$ cat src/rtl/fetch_unit.sv
// fetch_unit: instruction-fetch stage of the 5-stage pipelined MIPS core.
// It owns the PC and the icache request interface. A returned instruction
// is buffered while the pipeline is stalled. Branch and jump redirects are
// applied here, along with the IF/ID write-enable and flush controls.
//
// Ports:
//   CLK, nRST          clock (rising edge), asynchronous active-low reset
//   imemREN, imemaddr  icache read request and word address (always PC)
//   ihit, imemload     icache hit strobe and returned instruction word
//   stall              hazard-unit freeze of IF/ID and later stages
//   br_taken/br_target taken branch from EX (wins over jmp)
//   jmp/jmp_target     J/JAL/JR from ID
//   halt               HALT committed; fetch stops until reset
//   ifinstr            instruction presented to IF/ID
//   ifJALjump_addr     PC+4 of the presented instruction
//   ifW, ifRST         IF/ID write enable and synchronous flush
//   pc                 current PC, for debug visibility
module fetch_unit #(
   parameter logic [31:0] PC_INIT = 32'h0000_0000
) (
   input  logic        CLK,
   input  logic        nRST,
   output logic        imemREN,
   output logic [31:0] imemaddr,
   input  logic        ihit,
   input  logic [31:0] imemload,
   input  logic        stall,
   input  logic        br_taken,
   input  logic [31:0] br_target,
   input  logic        jmp,
   input  logic [31:0] jmp_target,
   input  logic        halt,
   output logic [31:0] ifinstr,
   output logic [31:0] ifJALjump_addr,
   output logic        ifW,
   output logic        ifRST,
   output logic [31:0] pc
);

   typedef enum logic [1:0] {
      FETCH  = 2'd0,
      HOLD   = 2'd1,
      HALTED = 2'd2
   } state_t;

   state_t      r_state;
   logic [31:0] r_pc;
   logic [31:0] r_hbuf;
   logic [31:0] r_hpc4;

   state_t      w_state_nxt;
   logic [31:0] w_pc_nxt;
   logic        w_buf_ld;
   logic        w_redirect;
   logic [31:0] w_target;
   logic [31:0] w_pc4;
   logic [31:0] w_instr;
   logic [31:0] w_jal;

   // The low two bits of any target are dropped so the PC stays word aligned.
   assign w_redirect = !stall && (br_taken || jmp);
   assign w_target   = {(br_taken ? br_target[31:2] : jmp_target[31:2]), 2'b00};
   assign w_pc4      = r_pc + 32'd4;

   assign imemaddr = r_pc;
   assign pc       = r_pc;

   always_comb begin
      w_state_nxt = r_state;
      w_pc_nxt    = r_pc;
      w_buf_ld    = 1'b0;
      imemREN     = 1'b0;
      ifW         = 1'b0;
      ifRST       = 1'b0;
      w_instr     = '0;
      w_jal       = '0;
      unique case (r_state)
         FETCH: begin
            imemREN = 1'b1;
            w_instr = imemload;
            w_jal   = w_pc4;
            if (halt) begin
               ifW         = 1'b1;
               ifRST       = 1'b1;
               w_state_nxt = HALTED;
            end else if (w_redirect) begin
               // A hit arriving in the same cycle is dropped.
               ifW      = 1'b1;
               ifRST    = 1'b1;
               w_pc_nxt = w_target;
            end else if (ihit && !stall) begin
               ifW      = 1'b1;
               w_pc_nxt = w_pc4;
            end else if (ihit) begin
               w_buf_ld    = 1'b1;
               w_state_nxt = HOLD;
            end
         end
         HOLD: begin
            w_instr = r_hbuf;
            w_jal   = r_hpc4;
            if (halt) begin
               ifW         = 1'b1;
               ifRST       = 1'b1;
               w_state_nxt = HALTED;
            end else if (!stall) begin
               ifW         = 1'b1;
               ifRST       = w_redirect;
               w_pc_nxt    = w_redirect ? w_target : w_pc4;
               w_state_nxt = FETCH;
            end
         end
         default: begin
            // HALTED: everything idle and the PC frozen until reset.
         end
      endcase
   end

   // A flushed IF/ID entry carries zeros.
   assign ifinstr        = ifRST ? '0 : w_instr;
   assign ifJALjump_addr = ifRST ? '0 : w_jal;

   always_ff @(posedge CLK or negedge nRST) begin
      if (!nRST) begin
         r_state <= FETCH;
         r_pc    <= PC_INIT;
         r_hbuf  <= '0;
         r_hpc4  <= '0;
      end else begin
         r_state <= w_state_nxt;
         r_pc    <= w_pc_nxt;
         if (w_buf_ld) begin
            r_hbuf <= imemload;
            r_hpc4 <= w_pc4;
         end
      end
   end

endmodule

$ cat config.mk
export PLATFORM = sky130hd
export DESIGN_NAME = fetch_unit
export DESIGN_NICKNAME = d
export VERILOG_FILES = /design/src/rtl/fetch_unit.sv
export SDC_FILE = /design/constraint.sdc
export NUM_CORES = 1
export LEC_CHECK = 0
export ABC_AREA = 1
export BUFFER_PORTS_ARGS = -buffer_cell sky130_fd_sc_hd__buf_2
export CORE_MARGIN = 10
export CORE_UTILIZATION = 31
export DETAILED_ROUTE_END_ITERATION = 7
export PLACE_DENSITY_LB_ADDON = 0.2
export SETUP_SLACK_MARGIN = 0.4
export SYNTH_ARGS = -nofsm -noshare
export SYNTH_HDL_FRONTEND = slang
export SYNTH_SLANG_ARGS = --single-unit
$ cat constraint.sdc
create_clock -name CLK -period 3.86 [get_ports CLK]
set_input_delay 0.579 -clock CLK [delete_from_list [all_inputs] [get_ports CLK]]
set_output_delay 0.579 -clock CLK [all_outputs]
set_load 0.01 [all_outputs]
# == Word level (Yosys, flattened, before mapping) ==
# Cells that the tools add are included.
# totals
word_cells,58
mem_count,0
latch_bits,0
ramBits,0
register_bits,98
romBits,0
# op_classes
bitwise,0
n_lt_le_gt_ge,0
n_eq_ne,9
n_mux,36
reduce_logical,8
n_shift,0
div,0
n_mul,0
add_sub_neg,1
# op_table
operator,n
32-bit 2-to-1 mux,8
32-bit case mux with 2 select lines,3
32-bit by 3-bit adder with 32-bit output (second input constant),1
30-bit 2-to-1 mux,1
1-bit 2-to-1 mux,15
3-bit != test (second input constant),5
2-bit 2-to-1 mux,6
5-bit AND reduction,2
2-bit != test (second input constant),3
1-bit case mux with 2 select lines,2
2-bit case mux with 2 select lines,1
2-bit by 1-bit equality test with 1-bit output (second input constant),1
1-bit logical AND,2
2-bit zero test,1
2-bit nonzero test,1
1-bit zero test,1
1-bit logical OR,1

# == Depth between registers and ports, before layout ==
# logic_depth
depth_word,6
depth_mapped,10

# == Worst setup path after synthesis ==
# OpenSTA, ideal clock, no wires.
# synth_timing
kind,register -> output
start,register r_pc[2] (netlist: imemaddr[2])
end,output port ifJALjump_addr[18]
t_arrival_ns,1.696
t_required_ns,3.281
path_buffers,0
path_slack_ns,1.585
path_stages_with_launch,9
path_cell_list,dfrtp_1 -> ha_1 -> nand2_1 -> nor2_1 -> nand2_1 -> nor2_1 -> xor2_1 -> nand2_1 -> a21oi_1
# synth_via
elab_chain_len,3
# synth_lines
element,line_no,rtl
"start, declared",47,logic [31:0] r_pc;
"start signal, assigned",131,r_pc <= w_pc_nxt;
32-bit by 3-bit adder with 32-bit output,63,assign w_pc4 = r_pc + 32'd4;
32-bit case mux with 2 select lines,77,unique case (r_state)
32-bit 2-to-1 mux,121,assign ifJALjump_addr = ifRST ? '0 : w_jal;
"end, declared",34,"output logic [31:0] ifJALjump_addr,"
# Every way passes these cells.

# == Worst setup path after layout ==
# layout_timing
start,register r_pc[2] (netlist: imemaddr[2])
end,output port ifJALjump_addr[12]
# The elaborated chain is that of the path after synthesis.

==> flow_summary_export.csv <==
group,metric,value,unit
status,status,"complete, no violations",
finish,insertedDiodeCount,0,
floorplanning,boundaryPins,234,
worst_setup_path,worstSetupEndpointType,"output pin",
global_routing,antenna_found_initial,0,
floorplanning,core,19500,sq um
power,p_int,0.00171,W
clock_tree,clock_path_buffers,2,
route,ant_nets,0,
worst_setup_path,reg2reg_setup_slack,1.32,ns
clock_tree,cts_setup_buffers,0,
power,p_sw,0.000605,W
clock_tree,cts_made_buffers,9,
power,p_leak,4.09,nW
finish,stdcell_count,1370,
timing,max_freq,0.309,GHz
floorplanning,die_w,161,microns
route,drt-pass1-iter-count,5,
yosys,ys_seq_area_frac,0.384,
timing,tns,0,ns
yosys,syn_area_per_cell,6.56,sq um
route,drt-total-wl,21.7,mm
worst_setup_path,worst-path-max-fanout,9,
floorplanning,die_h,161,microns
place,portBuffers,223,
yosys,synth_top_area_share,0.384,
clock_tree,cts-htree-levels,3,
route,drc_errors,0,
timing,fin_crit,3.24,ns
worst_setup_path,cp.required,3.28,ns
route,routedWlPerCell,15.8,microns
worst_setup_path,worstPathArrival,2.66,ns
timing,rsz0062_at_grt,"yes",
global_routing,grt-busiest-layer,"met2",
yosys,synth_largest_area_cell,"dfrtp_1",
finish,ff_latch_area,2350,sq um
floorplanning,die_area,25800,sq um
worst_setup_path,start_kind,"register",
clock_tree,clk-insertion-delay-late,0.34,ns
finish,utilization,0.388,
route,initialDrtViolationCount,405,
power,power.share.combinational,0.120,
finish,multi_input_area,3190,sq um
worst_setup_path,critPathKind,"reg -> out",
global_routing,grt.overflow.total,0,
yosys,synth_area_leaders,"dfrtp_1 38%, nand2_1 27%, a21oi_1 7.5%, buf_4 4.8%, nor2_1 4.0%",
worst_hold_path,hp-class,"in -> async",
timing,skew,0.00696,ns
floorplanning,initial_core_util,0.315,
timing,final-hold-violation-count,0,
power,p_sw_frac,0.261,
finish,drive_gt1_frac,0.235,
yosys,yosys_warnings,0,
global_routing,met3_usage,0.0353,
timing,finalCritPeriodShare,0.839,
finish,layout.nets,1204,
clock_tree,cts_tree,"done",
finish,fin_area,7540,sq um
clock_tree,root_buffer,"clkbuf_16",
power,ir_drop,0.199,mV
global_routing,grtUsageMet2,0.272,
clock_tree,cts.sinks,94,
route,vias,6428,
power,clkPwrFrac,0.422,
place,placed_area,7220,sq um
global_routing,grt_pass1_wl,35.3,mm
yosys,netlist_area,6130,sq um
clock_tree,cts.clk_slew.worst_paths,0.07,ns
power,p_seq_frac,0.457,
finish,syn_to_final_growth,23.0,%
timing,slew_headroom,0.347,
floorplanning,rows,51,
global_routing,grt_util_met1,0.219,
timing,maxSlewViolCount,0,
place,dp.cells,1354,
timing,setup_viol,0,
place,dp_hpwl,16.0,mm
global_routing,grt_max_degree,69,
worst_setup_path,ff2ff_path_depth,8,
route,via_per_inst,4.69,
yosys,synth.distinct_cells,32,
global_routing,grt_pass1_vias,6337,
power,p_per_area,307,nW/um^2
yosys,synthCells,935,
finish,n_fill_cell,2122,
global_routing,grt.total_usage,0.167,
yosys,synth_seq_cells,94,
place,gp_congestion,0.859,
job,drv_cap,0,
timing,worst_pin_slew,0.974,ns
Yosys cell counts (all sizes together):
library cell,instances
nand2,449
dfrtp,94
a21oi,92
nor2,67
buf,57
inv,37
o21ai,35
clkbuf,27
nand3,27
mux2i,14
xor2,13
nand3b,5
or2,4
o211ai,2
a211oi,1
a22oi,1
a31oi,1
and2,1
clkinv,1
conb,1
ha,1
nor3,1
nor4,1
o2111ai,1
o22ai,1
o31ai,1
cell type report:
type	instances	area share
multi-input cells	724	0.423
flip-flops and latches	94	0.312
inverters	38	0.0189
clock inverters	4	0.00929
clock buffers	12	0.0327
repair buffers	233	0.160
well taps	265	0.0440
layout by cell type, fill, tap and decap left out:
cell type and n:
nor4_4 1, nor2_2 2, a21oi_4 1, o22ai_1 1, nand3b_1 5, clkbuf_16 9, mux2i_1 14, a31oi_1 1
dfrtp_1 94, buf_4 10, xor2_1 13, o21ai_4 1, clkinv_2 2, o31ai_1 1, o2111ai_1 1, clkbuf_8 1
nand3_1 27, nor2_1 63, o21ai_0 34, clkinv_1 1, nor3_1 1, buf_2 222, bufinv_16 2, a22oi_1 1
or2_2 4, a211oi_1 1, nand2_1 449, and2_1 1, nor2_4 2, inv_1 35, clkbuf_1 2, o211ai_1 2
ha_1 1, a21oi_1 91, buf_12 1, inv_2 2, conb_1 6
critical path: stages (launching register included):
cell and delay [ns]:
dfrtp_1 0.50, ha_1 0.23, nand2_1 0.09, nor2_1 0.11, nand2_1 0.15, nor2_1 0.40
xor2_1 0.30, nand2_1 0.09, a21oi_1 0.26, buf_2 0.19
final timing paths:
check                                                end                     from
worst max-delay path                  ifJALjump_addr[12]  imemaddr[2]$_DFFE_PN0P_
worst min-delay path            imemaddr[24]$_DFFE_PN0P_                     nRST
worst max register to register   imemaddr[3]$_DFFE_PN0P_   r_state[1]$_DFFE_PN0P_
worst min register to register    r_hbuf[24]$_DFFE_PN0P_   r_hbuf[24]$_DFFE_PN0P_
max in group asynchronous       imemaddr[16]$_DFFE_PN0P_                     nRST
min in group CLK                  r_hbuf[30]$_DFFE_PN0P_             imemload[30]
per-stage QoR:
stage          worst slack (ns)  hold slack (ns)  total power [W]
2_1_floorplan              1.59            0.283          0.00123
3_3_place_gp              0.636            0.455          0.00136
3_5_place_dp              0.611            0.458          0.00136
4_1_cts                   0.616            0.410          0.00235
5_1_grt                   0.377            0.447          0.00242
6_report                  0.620            0.375          0.00231
power by group through the flow:
stage	clock network, W	logic (W)	registers, W
floorplan	0	0.000154	0.00107
finish	0.000977	0.000279	0.00106
CTS	0.00100	0.000285	0.00106
global route	0.00104	0.000318	0.00106
detailed placement	0	0.000285	0.00108
global placement	0	0.000284	0.00108
per-layer routing:
layer  vias up  wire length (microns)
li1       3234                      -
met1      2976                   9630
met2       202                  10300
met3        16                   1400
met4         0                    343
met5         -                      0
sequential cells by signal, indices dropped and copies added, names as in the netlist:
register,cells
r_hbuf,32
r_state,2
imemaddr,30
r_hpc4,30
cell families after synthesis:
family                   after synthesis  synth area share
AND/OR/NAND/NOR                      555             0.355
AO/OA/AOI/OAI                        135             0.115
buffers and inverters                122             0.102
flip-flops                            94             0.384
multiplexers                          14            0.0229
XOR/XNOR                              13            0.0186
adder cells (fa/ha/maj)                1           0.00204
other                                  1          0.000612
what timing repair did:
item,in CTS,in global routing
hold buffers,0,0
resized for setup,0,1
endpoints found under the setup margin,0,3
Power figures use the tool's default switching activity.
